**config.mk**
```make
export PLATFORM = sky130hd
export DESIGN_NAME = video_timing_gen_flat
export DESIGN_NICKNAME = d
export VERILOG_FILES = /design/src/rtl/video_timing_if.sv /design/src/rtl/video_timing_gen.sv /design/src/flat_wrapper.sv
export SDC_FILE = /design/constraint.sdc
export NUM_CORES = 1
export LEC_CHECK = 0
export ABC_AREA = 1
export CORE_AREA = 2 2 68 70
export DETAILED_ROUTE_END_ITERATION = 10
export DIE_AREA = 0 0 70 72
export PLACE_DENSITY = 0.82
export REMOVE_ABC_BUFFERS = 1
export SYNTH_ARGS = -nofsm -noshare
export SYNTH_HDL_FRONTEND = slang
export SYNTH_SLANG_ARGS = --single-unit
```
**constraint.sdc**
```tcl
create_clock -name clk -period 2.2 [get_ports clk]
set_input_delay 0.44 -clock clk [delete_from_list [all_inputs] [get_ports clk]]
set_output_delay 0.44 -clock clk [all_outputs]
set_load 0.02 [all_outputs]
```
**src/rtl/video_timing_if.sv**
```systemverilog
// Raster timing bundle between the timing generator and the overlay stage.
// The master drives coordinates and controls. The slave supplies the pixel enable.
interface video_timing_if;
  logic        ce;
  logic [11:0] x;
  logic [10:0] y;
  logic        hs;
  logic        vs;
  logic        blk;
  logic        line_start;
  logic        frame_start;

  modport master (
    input  ce,
    output x, y, hs, vs, blk, line_start, frame_start
  );

  modport slave (
    output ce,
    input  x, y, hs, vs, blk, line_start, frame_start
  );
endinterface

```
**src/rtl/video_timing_gen.sv**
```systemverilog
// Raster timing generator that produces pixel coordinates, sync, blanking and line/frame pulses.
// Every decode is taken from the next position, so each control is registered and aligned with x/y.
module video_timing_gen #(
  parameter int unsigned H_ACTIVE = 640,
  parameter int unsigned H_FP     = 16,
  parameter int unsigned H_SYNC   = 96,
  parameter int unsigned H_BP     = 48,
  parameter int unsigned V_ACTIVE = 480,
  parameter int unsigned V_FP     = 10,
  parameter int unsigned V_SYNC   = 2,
  parameter int unsigned V_BP     = 33,
  parameter bit          HS_POL   = 1'b0,
  parameter bit          VS_POL   = 1'b0
) (
  input  logic           clk,
  input  logic           rst_n,
  video_timing_if.master vt
);

  localparam int unsigned H_TOTAL = H_ACTIVE + H_FP + H_SYNC + H_BP;
  localparam int unsigned V_TOTAL = V_ACTIVE + V_FP + V_SYNC + V_BP;

  localparam logic [11:0] H_LAST     = 12'(H_TOTAL - 1);
  localparam logic [11:0] H_ACT_END  = 12'(H_ACTIVE);
  localparam logic [11:0] HS_START   = 12'(H_ACTIVE + H_FP);
  localparam logic [11:0] HS_END     = 12'(H_ACTIVE + H_FP + H_SYNC);
  localparam logic [10:0] V_LAST     = 11'(V_TOTAL - 1);
  localparam logic [10:0] V_ACT_END  = 11'(V_ACTIVE);
  localparam logic [10:0] VS_START   = 11'(V_ACTIVE + V_FP);
  localparam logic [10:0] VS_END     = 11'(V_ACTIVE + V_FP + V_SYNC);

  logic [11:0] x_q;
  logic [10:0] y_q;
  logic        hs_q;
  logic        vs_q;
  logic        blk_q;
  logic        line_start_q;
  logic        frame_start_q;

  logic [11:0] x_nxt;
  logic [10:0] y_nxt;
  logic        x_wrap;
  logic        hs_nxt;
  logic        vs_nxt;
  logic        blk_nxt;
  logic        line_start_nxt;
  logic        frame_start_nxt;

  always_comb begin
    x_wrap = (x_q == H_LAST);
    x_nxt  = x_wrap ? '0 : x_q + 12'd1;
    y_nxt  = y_q;
    if (x_wrap) begin
      y_nxt = (y_q == V_LAST) ? '0 : y_q + 11'd1;
    end
  end

  always_comb begin
    blk_nxt         = (x_nxt >= H_ACT_END) || (y_nxt >= V_ACT_END);
    hs_nxt          = ((x_nxt >= HS_START) && (x_nxt < HS_END)) ? HS_POL : ~HS_POL;
    vs_nxt          = ((y_nxt >= VS_START) && (y_nxt < VS_END)) ? VS_POL : ~VS_POL;
    line_start_nxt  = (x_nxt == '0);
    frame_start_nxt = (x_nxt == '0) && (y_nxt == '0);
  end

  // ce gates the whole register set, so the pulses stay frozen between enabled edges.
  always_ff @(posedge clk or negedge rst_n) begin
    if (!rst_n) begin
      x_q           <= '0;
      y_q           <= '0;
      hs_q          <= ~HS_POL;
      vs_q          <= ~VS_POL;
      blk_q         <= 1'b0;
      line_start_q  <= 1'b0;
      frame_start_q <= 1'b0;
    end else if (vt.ce) begin
      x_q           <= x_nxt;
      y_q           <= y_nxt;
      hs_q          <= hs_nxt;
      vs_q          <= vs_nxt;
      blk_q         <= blk_nxt;
      line_start_q  <= line_start_nxt;
      frame_start_q <= frame_start_nxt;
    end
  end

  assign vt.x           = x_q;
  assign vt.y           = y_q;
  assign vt.hs          = hs_q;
  assign vt.vs          = vs_q;
  assign vt.blk         = blk_q;
  assign vt.line_start  = line_start_q;
  assign vt.frame_start = frame_start_q;

endmodule

```
**src/flat_wrapper.sv**
```systemverilog
// flat-port wrapper written by rule: the top's interface ports become plain ports
module video_timing_gen_flat 
#(
  parameter int unsigned H_ACTIVE = 640,
  parameter int unsigned H_FP     = 16,
  parameter int unsigned H_SYNC   = 96,
  parameter int unsigned H_BP     = 48,
  parameter int unsigned V_ACTIVE = 480,
  parameter int unsigned V_FP     = 10,
  parameter int unsigned V_SYNC   = 2,
  parameter int unsigned V_BP     = 33,
  parameter bit          HS_POL   = 1'b0,
  parameter bit          VS_POL   = 1'b0
)
  (clk, rst_n, vt_ce, vt_x, vt_y, vt_hs, vt_vs, vt_blk, vt_line_start, vt_frame_start);
  video_timing_if vt_i ();
  input  logic clk;
  input  logic rst_n;
  input wire logic [$bits(vt_i.ce)-1:0] vt_ce;
  output wire logic [$bits(vt_i.x)-1:0] vt_x;
  output wire logic [$bits(vt_i.y)-1:0] vt_y;
  output wire logic [$bits(vt_i.hs)-1:0] vt_hs;
  output wire logic [$bits(vt_i.vs)-1:0] vt_vs;
  output wire logic [$bits(vt_i.blk)-1:0] vt_blk;
  output wire logic [$bits(vt_i.line_start)-1:0] vt_line_start;
  output wire logic [$bits(vt_i.frame_start)-1:0] vt_frame_start;
  assign vt_i.ce = vt_ce;
  assign vt_x = vt_i.x;
  assign vt_y = vt_i.y;
  assign vt_hs = vt_i.hs;
  assign vt_vs = vt_i.vs;
  assign vt_blk = vt_i.blk;
  assign vt_line_start = vt_i.line_start;
  assign vt_frame_start = vt_i.frame_start;
  video_timing_gen #(.H_ACTIVE(H_ACTIVE), .H_FP(H_FP), .H_SYNC(H_SYNC), .H_BP(H_BP), .V_ACTIVE(V_ACTIVE), .V_FP(V_FP), .V_SYNC(V_SYNC), .V_BP(V_BP), .HS_POL(HS_POL), .VS_POL(VS_POL)) u_core (.clk(clk), .rst_n(rst_n), .vt(vt_i));
endmodule
```
==> results of run 1 <==
-- final timing paths --
kind / start / to / slack, ps
worst max-delay path: u_core.vt.x[1] / u_core.vt.frame_start / 230
worst min-delay path: u_core.vt.line_start / u_core.vt.line_start / 490
worst max register to register: u_core.vt.x[1] / u_core.vt.frame_start / 230
worst min register to register: u_core.vt.line_start / u_core.vt.line_start / 490
max in group asynchronous: rst_n / u_core.vt.hs / 1350
min in group asynchronous: rst_n / u_core.vt.y[4] / 510
-- worst max-delay path, cell delays in order (launching register included) --
cell and delay (ps):
dfrtp_1 440, ha_1 270, nand2_2 110, nor2_4 140, nand3_2 100, nor2_4 150, buf_4 140, nand2_1 50
nand2_1 100, nand2_1 70, inv_1 70, nand2_1 60, nor2_1 100, nand4_1 90, nand2_1 60
-- area by class of cell --
class                      instances  share of cell area (%)
sequential                        28                    28.1
clock buffer                       3                    1.65
inverter                          36                    5.40
clock inverter                     1                    1.20
timing repair buffer              38                    14.4
multi-input combinational        248                    46.7
tap                               52                    2.60
-- per-stage QoR --
| stage | area, µm² | util, % | TNS, ps | hold slack, ps |
|---|---|---|---|---|
| 2_1_floorplan | 2000 | - | 0 | 144 |
| 3_3_place_gp | 2410 | 56.4 | 0 | 470 |
| 3_5_place_dp | 2410 | 56.4 | 0 | 475 |
| 4_1_cts | 2480 | 58.1 | 0 | 500 |
| 5_1_grt | 2500 | 58.7 | -32.9 | 521 |
| 6_report | 2500 | 58.7 | 0 | 491 |
-- metal layers --
metal / vias up / global-route usage (%)
met3: 10 / 4.03
li1: 1088 / -
met4: 0 / 7.26
met5: - / 0
met1: 965 / 27.5
met2: 88 / 37.7
-- placed cells by master, fill, tap and decap left out, drive strengths merged --
master         instances
inv                   36
clkbuf                 3
o21a                   1
clkdlybuf4s50         30
nand2                117
dfstp                  2
xnor2                  1
or2                    2
a21oi                  2
nor3                   3
nand3b                 3
dfrtp                 26
xor2                   2
nand4                 12
buf                    8
ha                     4
nand3                 32
o21ai                 25
nor2                  44
bufinv                 1
-- timing repair --
item,in CTS,in global routing
setup endpoints to repair,0,3
setup buffers,0,3
gates resized for setup,0,1
hold buffers,0,0
endpoints found under the hold margin,0,0
-- sequential cells by signal, summed over array words and instances, names as in the netlist --
| name | flops |
|---|---|
| u_core.vt.hs | 1 |
| u_core.vt.vs | 1 |
| u_core.vt.x | 12 |
| u_core.vt.blk | 1 |
| u_core.vt.frame_start | 1 |
| u_core.vt.y | 11 |
| u_core.vt.line_start | 1 |
-- logic make-up (layout without fill, tap and decap cells) --
group / Yosys count / after routing / share of synthesized area [%]
DFF: 28 / 28 / 34.3
AOI/OAI and AO/OA: 28 / 28 / 7.15
adders and majority gates: 4 / 4 / 2.44
buffers and inverters: 45 / 78 / 8.80
and+or+nand+nor: 213 / 213 / 46.0
xor gates and xnor gates: 3 / 3 / 1.28
-- power breakdown --
group,switching (µW),internal (µW)
logic,494,344
clock network,172,244
registers,169,609
total,835,1200
==> results.cfg, run 1 <==
[status]
status = complete, no violations

[critical_path]
reg2regPathDepth = 14
crit_path_start_kind = register
cp-end-kind = register
required_ps = 2430
critPathKind = reg2reg
arrival_ps = 2200
critical_path.max_fanout = 6

[finish]
drive_above_1_share_pct = 8.47
syn2layout_area_growth_pct = 22.2
nFillCells = 395
diodes = 0
fin_cells = 406
multi_input_area_um2 = 1170
regArea_um2 = 703
final_net_count = 362

[yosys]
synth.most_common_cell = nand2_1
synth-edff-count = 0
synth.top_cell.area_share_pct = 31.8
ys_warn_count = 0
syn_inst = 321
yosys.area.top_type = dfrtp_1
synth.area.top_cells = dfrtp_1 (32%), nand2_1 (21%), nand3_1 (7.3%)
ys_ff_latch = 28
ys_types = 27
seq_area_frac_synth_pct = 34.3
synth_top_flop_cell = dfrtp_1
synthArstFlopShare_pct = 100
synth_area_per_cell_um2 = 6.38
synth_common_cells = nand2_1 (114), nor2_1 (38), inv_1 (35)
netlist_area_um2 = 2050

[routing]
dr.pass1.iters = 4
drt-total-wl_um = 5090
wire_per_inst_um = 12.5
met2_length_um = 2490
drc = 0
drtIter0Drc = 189
routed-wl-met3_um = 337
vias_per_cell = 5.30
highest_layer = met4
ant_nets = 0
wl_met1_um = 2180
num_vias = 2151

[cts]
cts_tree = built
cts_buffers = 3
clk_latency_ps = 280
htree_levels = 1
cts.path.max_buffers = 2
cts_sinks = 28
clkTransAtPathRegs_ps = 110
clockRootBuffer = clkbuf_8

[die]
fp.dieH_um = 72
start_util_pct = 48.0
core-area_um2 = 4260
io_pins = 31
die-area_um2 = 5040
die_x_um = 70
num_rows = 24

[grt]
grt_usage_pct = 21.7
grt_pass1_wl_um = 9070
grt_overflow = 0
grt_max_degree = 29
first_global_vias = 2001
grt_antenna_before_repair = 0

[worst_hold_path]
holdPathStages = 2
hp-class = reg2reg

[timing]
hold_viol = 0
fmax_mhz = 507
setup_viol = 0
worstMarginPinSlew_ps = 383
clock_skew_ps = 13.8
slew_viol_final = 0
timing.final.crit_share_pct = 89.6
slew_headroom_pct = 74.4
fin_crit_ps = 1970
fin_ws_ps = 229

[pwr]
p_per_area_nw_per_um2 = 812
vdd_drop_max_mv = 0.546
p_leak_uw = 0.00116
finalPower_uw = 2030

[placed_design]
globalplace.congestion = 0.891
dp_cells = 399
dp_worst_setup_slack_ps = 215
port_buffers = 30
dp_hpwl_um = 3700

[job]
drv_cap = 0
Note: power is estimated with default switching activity, not from simulation.
==> run 2, diff against run 1 <==
CORE_AREA = 2 2 81 83   (was 2 2 68 70)
DIE_AREA = 0 0 83 85   (was 0 0 70 72)
PLACE_DENSITY = 0.64   (was 0.82)
SETUP_SLACK_MARGIN = 0.4   (was not set)
==> run 2 against run 1 <==
Total power grew 3.5%; clock skew shrank 7.6 ps; sequential power grew 1%; final cell count grew 8.9%; worst hold slack lost 2.6 ps; critical endpoint is now u_core.vt.vs; largest cell class unchanged.
==> results.cfg, run 2 (same netlist as run 1, synthesis figures left out) <==
[finish]
nFillCells = 657
drive_above_1_share_pct = 20.0
final_net_count = 373
mostFrequentLayoutCell = nand2_1
diodes = 0
mostFrequentLayoutCells = nand2_1 (105), inv_1 (34), nor2_1 (34)
largest_reg_flops = 12
syn2layout_area_growth_pct = 34.1
fin_cells = 442

[placed_design]
dp_hpwl_um = 4000
globalplace.congestion = 0.859
port_buffers = 30
dp_cells = 424

[routing]
num_vias = 2224
ant_nets = 0
drtIter0Drc = 105
dr.pass1.iters = 4
drt-total-wl_um = 5770
wire_per_inst_um = 13.1
drc = 0
vias_per_cell = 5.03

[timing]
fmax_mhz = 556
fin_crit_ps = 1800
timing.final.crit_share_pct = 81.8
slew_headroom_pct = 76.0
fin_tns_setup_ps = 0
hold_ws_ps = 489
slew_viol_final = 0
worstMarginPinSlew_ps = 360
clock_skew_ps = 6.16
setup_viol = 0
rsz0062_at_grt = yes
hold_viol = 0

[critical_path]
crit_end = u_core.vt.vs
critPathKind = reg2reg
crit_path_start_kind = register
reg2reg_slack_ps = 400
arrival_ps = 2020
crit_path_max_incr_delay_ps = 370
cp_cell_sequence = ha_2 > nand2_4 > nor2_4 > nand3_2 > nor2_4 > buf_12 > nand3_2 > nand2_2 > nand2_2 > nor3_2 > nand3b_1 > nand2_1 > inv_1
critical_path.max_fanout = 7
r2r-start = u_core.vt.x[1]
timing.rr.end = u_core.vt.vs
slowest_stage = dfrtp_1
required_ps = 2430
crit_path_start = u_core.vt.x[1]
reg2regPathDepth = 13
cp-end-kind = register

[job]
drv_cap = 0

[die]
start_util_pct = 33.0
num_rows = 29
fp.dieH_um = 85
io_pins = 31
core-area_um2 = 6200
die_x_um = 83
die-area_um2 = 7060

[pwr]
p_leak_uw = 0.00132
p_per_area_nw_per_um2 = 766
vdd_drop_max_mv = 0.412

[grt]
grt_usage_pct = 16.4
grt_pass1_wl_um = 9660
first_global_vias = 2149
grt_max_degree = 29
grt_antenna_before_repair = 0
grt_overflow = 0

[status]
status = complete, no violations

[cts]
cts_buffers = 3
clockRootBuffer = clkbuf_8
clkTransAtPathRegs_ps = 100
clk_latency_ps = 280
hold_buffers = 0
cts_tree = built
cts.path.max_buffers = 2
htree_levels = 1
cts_sinks = 28

[worst_hold_path]
hp-class = reg2reg
## run 2: changes by cell type in the layout (fill, tap and decap cells not counted), sizes merged
cell,delta
clkdlybuf4s50,-25
dlygate4sd2,+20
buf,+10
dlymetal6s2s,+5
nand3,+1
## run 2: routing by layer
| layer | GRT usage, % | up-vias | part of all wire, % |
|---|---|---|---|
| met4 | 6.41 | 0 | 2.7 |
| met1 | 20.5 | 1032 | 45 |
| li1 | - | 1110 | - |
| met2 | 28.8 | 66 | 49 |
| met3 | 2.14 | 16 | 3.8 |
| met5 | 0 | - | 0 |
## run 2: layout make-up
class | count | area (µm²) | share of cell area, %
clock buffer | 3 | 41.3 | 1.50
timing repair buffer | 48 | 439 | 16.0
multi-input combinational | 249 | 1290 | 46.9
clock inverter | 1 | 30.0 | 1.09
inverter | 36 | 135 | 4.92
sequential | 28 | 717 | 26.1
tap | 77 | 96.3 | 3.51
## run 2: repair_timing
item / CTS / global route
buffers inserted: 8 / 5
gates resized for setup: 37 / 30
setup endpoints to repair: 30 / 12
pin swaps: 3 / 23
gates cloned: 1 / 0
## run 2: worst min path at each step
stage / from / end / cells after the start
floorplan: rst_n / u_core.vt.blk / 0
global route: u_core.vt.frame_start / u_core.vt.frame_start / 2
finish: u_core.vt.line_start / u_core.vt.line_start / 2
global placement: u_core.vt.line_start / u_core.vt.line_start / 2
detailed placement: u_core.vt.line_start / u_core.vt.line_start / 2
CTS: u_core.vt.line_start / u_core.vt.line_start / 2
## run 2: through the flow
| step | cell area, µm² | setup WS (ps) | util, % | power, µW |
|---|---|---|---|---|
| after floorplan | 2000 | 291 | - | 1270 |
| after global placement | 2440 | 191 | 39.3 | 1630 |
| after detailed placement | 2440 | 139 | 39.3 | 1620 |
| after CTS | 2610 | 353 | 42.1 | 2050 |
| after global routing | 2750 | 210 | 44.3 | 2260 |
| final | 2750 | 401 | 44.3 | 2100 |
## run 2: where the power goes
group	switching [µW]	total [µW]	internal (µW)
clock	165	409	244
combinational	560	908	348
sequential	169	787	618
## run 2: critical path, delay by kind of cell (launching register included)
family,cells,cell delay [ps]
buffers and inverters,2,170
and+or+nand+nor,10,990
adders and majority gates,1,220
DFF,1,370
==> run 3, diff against run 2 <==
PLACE_DENSITY = 0.65   (was 0.64)
clock period = 1.6 ns   (was 2.2 ns; I/O delays follow)
==> run 3 against run 2 <==
The run now ends with setup timing left; flip-flop and latch count unchanged; die area stayed put; global-route usage is 2.3 points higher.
==> results.cfg, run 3 (same netlist as run 1, synthesis figures left out) <==
[die]
die_x_um = 83
num_rows = 29
fp.dieH_um = 85
io_pins = 31
start_util_pct = 33.0
die-area_um2 = 7060
core-area_um2 = 6200

[pwr]
seqPwrFrac_pct = 26.3
power.internal_uw = 2260
p_clk_share_pct = 15.5
p_sw_uw = 1490
pwr-share-comb_pct = 58.2
finalPower_uw = 3760
vdd_drop_max_mv = 1.07
p_leak_uw = 0.00170
p_per_area_nw_per_um2 = 1040
p_sw_share_pct = 39.7

[cts]
cts_tree = built
clockRootBuffer = clkbuf_8
clk_latency_ps = 280
cts.path.max_buffers = 2
htree_levels = 1
clkTransAtPathRegs_ps = 110
cts_buffers = 3
cts_sinks = 28

[placed_design]
globalplace.congestion = 0.843
dp_worst_setup_slack_ps = -222
dp_hpwl_um = 4480
port_buffers = 30

[critical_path]
crit_path_start_kind = register
cp-end-kind = register
critPathKind = reg2reg
required_ps = 1830
arrival_ps = 2110
reg2reg_slack_ps = -280
critical_path.max_fanout = 5

[routing]
num_vias = 2511
ant_nets = 0
wire_per_inst_um = 13.4
vias_per_cell = 4.91
dr.pass1.iters = 5
drc = 0
drt-total-wl_um = 6860
drtIter0Drc = 73

[timing]
clock_skew_ps = 6.18
fmax_mhz = 532
fin_tns_setup_ps = -1650
slew_viol_final = 0
hold_ws_ps = 388
hold_viol = 0
timing.final.crit_share_pct = 117
slew_headroom_pct = 73.6
fin_ws_ps = -278
rsz0062_at_grt = yes
worstMarginPinSlew_ps = 392
fin_crit_ps = 1880
setup_viol = 14

[status]
violations = setup timing
status = complete, but fails checks

[finish]
multi_input_area_um2 = 1450
regArea_um2 = 707
diodes = 0
mostFrequentLayoutCell = nand2_1
final_net_count = 442
drive_above_1_share_pct = 46.1
nFillCells = 556
largest_reg_flops = 12
syn2layout_area_growth_pct = 76.8
mostFrequentLayoutCells = nand2_1 (89), buf_6 (64), buf_4 (46)

[job]
drv_cap = 0

[grt]
grt_antenna_before_repair = 0
grt_overflow = 0
first_global_vias = 2415
grt_pass1_wl_um = 11000
grt_usage_pct = 18.7
grt_max_degree = 29

[worst_hold_path]
hp-class = in2async
==> run 3: worst max-delay path, cell delays in order, from the launching register on <==
cell      delay (ps)
dfrtp_1          410
ha_4             170
nand2_4           60
nor2_4           130
buf_6            120
nand3_4          100
buf_12           160
nand2_2           60
nand2_2           60
buf_6            120
nor2_4            90
nand2_2           60
nand3b_1         160
nand2_1           80
inv_1             40
==> run 3: worst paths after layout <==
path | to | start | cells past startpoint
worst max-delay path | u_core.vt.vs | u_core.vt.x[0] | 14
worst min-delay path | u_core.vt.frame_start | rst_n | 2
worst max register to register | u_core.vt.vs | u_core.vt.x[0] | 14
worst min register to register | u_core.vt.line_start | u_core.vt.line_start | 2
max in group asynchronous | u_core.vt.vs | rst_n | 2
min in group clk | u_core.vt.line_start | u_core.vt.line_start | 2
==> run 3: layout make-up <==
cell class,count,share of cell area (%)
inverter,36,3.80
tap,77,2.66
sequential,28,19.5
multi-input combinational,248,39.9
clock inverter,1,0.829
timing repair buffer,118,32.2
clock buffer,3,1.14
==> run 3: repair_timing <==
| action | 4_1_cts | 5_1_grt |
|---|---|---|
| gates resized for setup | 213 | 82 |
| gates cloned | 0 | 1 |
| pin swaps | 11 | 26 |
| setup endpoints to repair | 55 | 53 |
| hold buffers | 0 | 0 |
| buffers inserted | 14 | 11 |
==> run 3: power groups by stage <==
stage	combinational [µW]	clock, µW	sequential [µW]
5_1_grt	2380	626	1010
6_report	2190	583	987
2_1_floorplan	556	0	1190
3_3_place_gp	1600	0	960
4_1_cts	1910	596	970
3_5_place_dp	1620	0	961
==> run 3: metal layers <==
metal / vias up / track usage, % / routed length (µm)
met4: 0 / 4.02 / 120
met1: 1179 / 22.3 / 2770
met2: 70 / 35.6 / 3670
met3: 14 / 2.63 / 295
met5: - / 0 / 0
li1: 1248 / - / -
==> run 3: stage by stage <==
stage | cells | instance area [µm²] | util, %
after floorplan | 312 | 2000 | -
final | 511 | 3620 | 58.4
after CTS | 499 | 3250 | 52.3
after global routing | 511 | 3620 | 58.4
after detailed placement | 481 | 2890 | 46.6
after global placement | 481 | 2890 | 46.6
